**src/rtl/mem_port_arbiter.sv**
```systemverilog
// rtl/mem_port_arbiter.sv - IF/DM arbiter for one single-port memory, DM priority with IF starvation guard
module mem_port_arbiter #(
  parameter int DATA_WIDTH = 32,
  parameter int MAX_WAIT   = 4,
  parameter int TIMEOUT    = 16
) (
  input  logic                  clk,
  input  logic                  reset,
  input  logic                  if_req,
  input  logic [DATA_WIDTH-1:0] if_addr,
  output logic                  if_gnt,
  output logic                  if_rvalid,
  output logic [DATA_WIDTH-1:0] if_rdata,
  input  logic                  dm_req,
  input  logic                  dm_we,
  input  logic [DATA_WIDTH-1:0] dm_addr,
  input  logic [DATA_WIDTH-1:0] dm_wdata,
  output logic                  dm_gnt,
  output logic                  dm_rvalid,
  output logic [DATA_WIDTH-1:0] dm_rdata,
  output logic                  mem_req,
  output logic                  mem_we,
  output logic [DATA_WIDTH-1:0] mem_addr,
  output logic [DATA_WIDTH-1:0] mem_wdata,
  input  logic                  mem_rvalid,
  input  logic [DATA_WIDTH-1:0] mem_rdata,
  output logic                  busy,
  output logic                  err
);

  localparam int SW = $clog2(MAX_WAIT + 1);
  localparam int WW = $clog2(TIMEOUT + 1);

  typedef enum logic {S_IDLE, S_WAIT} state_t;

  state_t                state_q, state_d;
  logic                  owner_dm_q, owner_dm_d;
  logic                  we_q, we_d;
  logic [DATA_WIDTH-1:0] addr_q, addr_d;
  logic [DATA_WIDTH-1:0] wdata_q, wdata_d;
  logic [WW-1:0]         wait_cnt_q, wait_cnt_d;
  logic [SW-1:0]         starve_cnt_q, starve_cnt_d;
  logic                  mem_req_q, mem_req_d;
  logic                  if_gnt_q, if_gnt_d;
  logic                  dm_gnt_q, dm_gnt_d;
  logic                  if_rvalid_q, if_rvalid_d;
  logic                  dm_rvalid_q, dm_rvalid_d;
  logic [DATA_WIDTH-1:0] if_rdata_q, if_rdata_d;
  logic [DATA_WIDTH-1:0] dm_rdata_q, dm_rdata_d;
  logic                  err_q, err_d;
  logic                  dm_wins;
  logic [DATA_WIDTH-1:0] resp_data;

  always_comb begin
    state_d      = state_q;
    owner_dm_d   = owner_dm_q;
    we_d         = we_q;
    addr_d       = addr_q;
    wdata_d      = wdata_q;
    wait_cnt_d   = wait_cnt_q;
    starve_cnt_d = starve_cnt_q;
    mem_req_d    = 1'b0;
    if_gnt_d     = 1'b0;
    dm_gnt_d     = 1'b0;
    if_rvalid_d  = 1'b0;
    dm_rvalid_d  = 1'b0;
    if_rdata_d   = if_rdata_q;
    dm_rdata_d   = dm_rdata_q;
    err_d        = err_q;
    resp_data    = '0;
    dm_wins      = dm_req && !(if_req && (starve_cnt_q >= SW'(MAX_WAIT)));

    case (state_q)
      S_IDLE: begin
        if (!if_req) starve_cnt_d = '0;
        if (if_req || dm_req) begin
          state_d    = S_WAIT;
          wait_cnt_d = '0;
          mem_req_d  = 1'b1;
          if (dm_wins) begin
            owner_dm_d = 1'b1;
            addr_d     = dm_addr;
            we_d       = dm_we;
            wdata_d    = dm_we ? dm_wdata : '0;
            dm_gnt_d   = 1'b1;
            if (if_req && (starve_cnt_q < SW'(MAX_WAIT)))
              starve_cnt_d = starve_cnt_q + SW'(1);
          end else begin
            owner_dm_d   = 1'b0;
            addr_d       = if_addr;
            we_d         = 1'b0;
            wdata_d      = '0;
            if_gnt_d     = 1'b1;
            starve_cnt_d = '0;
          end
        end
      end
      S_WAIT: begin
        if (wait_cnt_q < WW'(TIMEOUT - 1)) wait_cnt_d = wait_cnt_q + WW'(1);
        // Timeout completes with zero data so the pipeline always gets its rvalid.
        if (mem_rvalid || (wait_cnt_q == WW'(TIMEOUT - 1))) begin
          state_d = S_IDLE;
          if (mem_rvalid) resp_data = we_q ? '0 : mem_rdata;
          else            err_d     = 1'b1;
          if (owner_dm_q) begin
            dm_rvalid_d = 1'b1;
            dm_rdata_d  = resp_data;
          end else begin
            if_rvalid_d = 1'b1;
            if_rdata_d  = resp_data;
          end
        end
      end
      default: state_d = S_IDLE;
    endcase
  end

  always_ff @(posedge clk or negedge reset) begin
    if (!reset) begin
      state_q      <= S_IDLE;
      owner_dm_q   <= 1'b0;
      we_q         <= 1'b0;
      addr_q       <= '0;
      wdata_q      <= '0;
      wait_cnt_q   <= '0;
      starve_cnt_q <= '0;
      mem_req_q    <= 1'b0;
      if_gnt_q     <= 1'b0;
      dm_gnt_q     <= 1'b0;
      if_rvalid_q  <= 1'b0;
      dm_rvalid_q  <= 1'b0;
      if_rdata_q   <= '0;
      dm_rdata_q   <= '0;
      err_q        <= 1'b0;
    end else begin
      state_q      <= state_d;
      owner_dm_q   <= owner_dm_d;
      we_q         <= we_d;
      addr_q       <= addr_d;
      wdata_q      <= wdata_d;
      wait_cnt_q   <= wait_cnt_d;
      starve_cnt_q <= starve_cnt_d;
      mem_req_q    <= mem_req_d;
      if_gnt_q     <= if_gnt_d;
      dm_gnt_q     <= dm_gnt_d;
      if_rvalid_q  <= if_rvalid_d;
      dm_rvalid_q  <= dm_rvalid_d;
      if_rdata_q   <= if_rdata_d;
      dm_rdata_q   <= dm_rdata_d;
      err_q        <= err_d;
    end
  end

  assign if_gnt    = if_gnt_q;
  assign if_rvalid = if_rvalid_q;
  assign if_rdata  = if_rdata_q;
  assign dm_gnt    = dm_gnt_q;
  assign dm_rvalid = dm_rvalid_q;
  assign dm_rdata  = dm_rdata_q;
  assign mem_req   = mem_req_q;
  assign mem_we    = we_q;
  assign mem_addr  = addr_q;
  assign mem_wdata = wdata_q;
  assign busy      = (state_q == S_WAIT);
  assign err       = err_q;

endmodule

```
**config.mk**
```make
export PLATFORM = sky130hd
export DESIGN_NAME = mem_port_arbiter
export DESIGN_NICKNAME = d
export VERILOG_FILES = /design/src/rtl/mem_port_arbiter.sv
export SDC_FILE = /design/constraint.sdc
export NUM_CORES = 1
export LEC_CHECK = 0
export CORE_MARGIN = 4
export CORE_UTILIZATION = 25
export DETAILED_ROUTE_END_ITERATION = 8
export SYNTH_ARGS = -nofsm -noshare
export SYNTH_HDL_FRONTEND = slang
export SYNTH_SLANG_ARGS = --single-unit
```
**constraint.sdc**
```tcl
create_clock -name clk -period 1.8 [get_ports clk]
set_clock_uncertainty 0.05 [all_clocks]
set_input_delay 0.18 -clock clk [delete_from_list [all_inputs] [get_ports clk]]
set_output_delay 0.18 -clock clk [all_outputs]
set_load 0.02 [all_outputs]
```
== Word-level counts from Yosys, hierarchy flattened ==
Index checks and enable logic that the tools add are counted.
W data, S select, Z words.
Cells by class
  bitwise operators: 3
  shifts and indexed selects: 0
  multiply operators: 0
  reductions and logical operators: 11
  divide/modulo/power cells: 0
  magnitude comparators: 3
  equal/unequal tests: 3
  muxes and demuxes: 29
  $add $sub $neg: 2
Operator list (number)
  $mux W32: 5
  $mux W1: 16
  $mux W3: 4
  $mux W5: 2
  $pmux W5 S2: 1
  $reduce_and A3 Y1: 3
  $add A5 B1 Y5 const B: 1
  $eq A5 B4 Y1 const B: 1
  $lt A5 B4 Y1 const B: 1
  $reduce_and A2 Y1: 2
  $add A3 B1 Y3 const B: 1
  $ge A3 B3 Y1 const B: 1
  $logic_and A1 B1 Y1: 3
  $lt A3 B3 Y1 const B: 1
  $not A1 Y1: 3
  $logic_or A1 B1 Y1: 2
  $ne A2 B1 Y1 const B: 1
  $ne A2 B2 Y1 const B: 1
  $pmux W1 S2: 1
  $logic_not A1 Y1: 1
Word-level totals
  bits in registers: 145
  bits in latches: 0
  bits in writable memories: 0
  bits of input ports: 134
  ROM bits: 0
  memories: 0

== Longest topological paths before layout ==
Gate-level depths: netlist of run 1.
  depth after elaboration: 7
  depth in mapped cells: 8
  mapped depth without buffers: 6

== Worst setup path after synthesis of run 1 ==
Ideal clock, no wire load.
  kind: flip-flop to flip-flop
  from: register wait_cnt_q[0]
  to: register dm_rdata_q[10], in the netlist dm_rdata[10]
  data required time: 1.667 ns
  cell stages (with the launch flop): 9
  setup time: 0.083 ns
  arrival time: 1.754 ns
  buffers on the path: 2
  slack: -0.087 ns
  cell sequence: dfrtp_1 ha_1 and3_1 ha_1 o211ai_1 buf_2 clkbuf_1 nand2_1 o21ai_0
On the way
  cells in the longest elaborated chain, start to end: 3
RTL lines
  start, declared: line 41  | logic [WW-1:0] wait_cnt_q, wait_cnt_d;
  start signal, assigned: line 141  | wait_cnt_q <= wait_cnt_d;
  $eq A5 B4 Y1: line 101  | if (mem_rvalid || (wait_cnt_q == WW'(TIMEOUT - 1))) begin
  $logic_or A1 B1 Y1: line 101
  $reduce_and A3 Y1 (no source line)
  end signal, assigned: line 149  | dm_rdata_q <= dm_rdata_d;
  end, declared: line 49  | logic [DATA_WIDTH-1:0] dm_rdata_q, dm_rdata_d;
Every way passes these cells.
A chain may end at the register's enable or synchronous reset.

== Worst setup path after layout of run 1 ==
  from: register wait_cnt_q[0]
  to: register dm_rdata_q[1], in the netlist dm_rdata[1]
The elaborated chain is that of the path after synthesis.

==> summary.txt, run 1 <==
Logic synthesis
  • Post-synthesis simple-gate area fraction: 10.46%
  • Compound-gate portion of the synthesized area: 21.11%
  • Mux share of post-synthesis cell area: 0.3745%
  • Synth area leader: dfrtp_1
  • Synth Area in Adders: 0.6609%
  • Mapped Avg Cell Area: 11.40 µm²
  • Post-synthesis sequential area ratio: 63.89%
  • Xor/xnor share of the synthesized area: 0%
  • Synth top area share: 63.89%
  • Yosys Warn Count: 0
  • Post-Synthesis Cells: 498
  • Largest family of logic cells by synthesized area: compound AO/OA/AOI/OAI gates
  • Top cells by area, synth: dfrtp_1 64%, o21ai_0 8.1%, nand2_1 5.2%, a22o_1 4.9%, a221o_1 4.8%
  • Mapped Nets: 635
  • Mapped Area: 0.005679 mm²
  • Synth Register Bits: 145
  • Yosys cell types: 37

Clock tree
  • TritonCTS clock tree: yes
  • Clock root cell: clkbuf_16
  • H-tree depth: 4
  • CTS max path bufs: 2
  • CTS Buf Count: 17
  • Clock transition at path regs: 0.06 ns
  • # clock sinks: 145
  • Latest clock arrival within the worst-skew pair: 0.42 ns

STA
  • Worst hold margin: 0.1116 ns
  • Maximum clock frequency: 521.7 MHz
  • Worst slew pin tran: 0.4331 ns
  • Fin. max-slew vios: 0
  • Slew margin rel.: 70.87%
  • Post-route clock period utilization: 106.5%
  • Final WS setup: -0.1167 ns
  • Final setup violating endpoints: 65
  • RSZ-0062 raised after global routing: yes
  • Tmin final: 1.917 ns
  • Final Hold Vio Count: 0

Routing
  • DR top layer: met4
  • Number of nets still failing antenna checks after routing: 0
  • Detailed Route Iter0 Violations: 345
  • First-pass DRT Iterations: 4
  • M1 WL: 9958 µm
  • WL/cell: 20.06 µm
  • Vias: 5179
  • Post-Route WL: 21940 µm
  • Metal2 WL: 10630 µm
  • Metal3 WL: 795 µm
  • Vias per inst: 4.734
  • DRC violation count after routing: 0

Worst setup path
  • CP startpoint kind: register
  • Crit path cell chain: ha_2, and3_4, ha_4, o211ai_1, buf_4, buf_12, buf_16, nand2_1, o21ai_1
  • Family with the most delay on the worst path: buffers and inverters
  • CP Class: register to register
  • Crit path buf inv count: 3
  • CP peak stage delay: 0.39 ns
  • Worst Setup End Kind: register
  • Worst path slowest cell: dfrtp_1
  • Req. time, crit path: 2.09 ns
  • CP arrival: 2.21 ns
  • CP max FO: 8

Pwr
  • Design Power: 15.63 mW
  • Internal power: 10.06 mW
  • Power per cell area: 1528 mW/mm²
  • Clk pwr share: 25.3%
  • Sw frac: 35.62%
  • Worst vdd ir: 0.6314 mV
  • Combinational power share: 42.6%
  • Power share of the sequential group: 32.1%
  • Psw: 5.568 mW
  • Leakage: 4.393 nW

Global routing
  • Initial antenna violation count: 0
  • Largest net degree at the start of global routing: 66
  • First-pass GRT wire length: 32400 µm
  • Remaining Overflow, GRT: 0
  • Tot GR Track Use: 16.27%
  • Vias in the first global route: 5283

Finish
  • Share of cells above drive strength 1: 18.43%
  • Utilization after layout: 46.29%
  • Final Cell Area: 0.01023 mm²
  • Area Overhead vs Synth: 80.08%
  • ANT cells: 0
  • FILL cells: 2040
  • Final Net Count: 938

Placed design
  • Placer Congestion: 0.7713
  • Placed Area: 0.008904 mm²
  • Port bufs: 269
  • Worst slack at placement: -0.1137 ns
  • Dpl hpwl: 13760 µm

Die
  • Boundary pin count: 270
  • Site row count: 54
  • Die height: 158.7 µm
  • Die area: 0.02519 mm²
  • Die width: 158.7 µm
  • Area of the core: 0.02209 mm²
  • Initial Utilization: 25.71%

Status
  • Outcome: finished, violations left
  • Failing checks: negative setup slack

Hold path
  • Hold Path Class: input port to asynchronous set/reset pin

Run
  • Max capacitance violation total: 0
-- placed cells by master (no fill, tap or decap), types with 2 or more instances in the layout --
cell type,Yosys,layout
a221o_1,27,27
dfrtp_1,145,145
nor2_1,8,7
clkinvlp_4,0,3
o22ai_1,2,2
buf_4,4,22
a22o_1,32,32
o21ai_0,92,38
bufinv_16,0,4
clkbuf_16,0,24
nor3b_4,2,2
a21o_1,2,2
and2_1,26,26
a21oi_1,11,11
nand2_4,0,7
o21ai_1,8,33
nand2_2,0,19
inv_6,0,4
nand2_1,79,53
clkdlybuf4s50_1,0,267
inv_1,5,5
o21ai_2,0,28
buf_12,0,16
buf_16,0,3
clkbuf_8,0,2
buf_6,1,2
-- layer usage --
metal | global-route usage [%] | up-vias
met5 | 0 | -
met4 | 6.036 | 0
met3 | 3.499 | 35
met2 | 26.05 | 155
met1 | 21.80 | 2592
li1 | - | 2397
-- power groups by stage --
stage	logic [mW]	registers [mW]	clock network, mW
after floorplan	1.42	6.19	0
after global placement	5.87	4.97	0
after detailed placement	5.91	4.97	0
after CTS	6.21	4.94	4.03
after global routing	7.02	5.17	4.20
final	6.65	5.02	3.96
-- synthesized netlist by cell type (all sizes together) --
library cell	number
dfrtp	145
o21ai	100
nand2	79
a22o	32
a221o	27
and2	27
buf	20
clkbuf	16
a21oi	11
nor2	8
inv	6
ha	3
a21o	2
nor2b	2
nor3b	2
o21bai	2
o22ai	2
a21bo	1
a21boi	1
a31oi	1
a41oi	1
and2b	1
and3	1
and3b	1
mux2	1
mux2i	1
nand2b	1
nand3b	1
nand4	1
o211ai	1
or2	1
-- cells by family after synthesis --
| logic type | count (synthesis) |
|---|---|
| AO/OA/AOI/OAI | 181 |
| adder cells (fa/ha/maj) | 3 |
| buffers and inverters | 42 |
| flip-flops | 145 |
| multiplexers | 2 |
| AND/OR/NAND/NOR | 125 |
-- flip-flops by register name, summed over array words and instances (netlist names), 3 cells and up --
signal / count
dm_rdata: 32
wait_cnt_q: 5
mem_wdata: 32
if_rdata: 32
starve_cnt_q: 3
mem_addr: 32
-- area by class of cell --
type	instances	area (µm²)	area share, %
Multi-Input combinational cell	311	2103	20.57
Tap cell	280	350.3	3.425
Clock inverter	13	197.7	1.933
Clock buffer	19	452.9	4.429
Sequential cell	145	3628	35.48
Timing Repair Buffer	320	3472	33.95
Inverter	6	22.52	0.2202
-- what timing repair did --
item,in CTS,in global routing
setup endpoints to repair,66,66
pin swaps,2,25
endpoints found under the hold margin,145,0
hold buffers,1,0
gates resized for setup,37,102
cloned,5,8
buffers inserted,10,2
-- through the flow --
stage               std cells  TNS (ns)
floorplan                 498    -3.938
global placement         1038    -2.804
detailed placement       1038    -5.408
CTS                      1086    -2.959
global route             1094    -8.323
finish                   1094    -3.703
-- path summary, 6_finish.rpt --
check,from,slack (ns),cells past startpoint,end
min reg2reg,dm_rdata[4],0.43,2,dm_rdata[4]
max reg2reg,wait_cnt_q[0],-0.12,9,dm_rdata[1]
min,reset,0.11,2,if_rdata[4]
max,wait_cnt_q[0],-0.12,9,dm_rdata[1]
min in group clk,if_addr[28],0.25,3,mem_addr[28]
max in group asynchronous,reset,0.97,3,mem_addr[13]
Note: power is estimated with default switching activity, not from simulation.
==> run 2, diff against run 1 <==
--- a/config.mk
+++ b/config.mk
@@ -8,6 +8,7 @@
 export CORE_MARGIN = 4
 export CORE_UTILIZATION = 25
 export DETAILED_ROUTE_END_ITERATION = 8
+export SLEW_MARGIN = 10
 export SYNTH_ARGS = -nofsm -noshare
 export SYNTH_HDL_FRONTEND = slang
 export SYNTH_SLANG_ARGS = --single-unit
==> results of run 2 <==
Same layout as run 1: the final DEF is identical, and so are final timing and power.
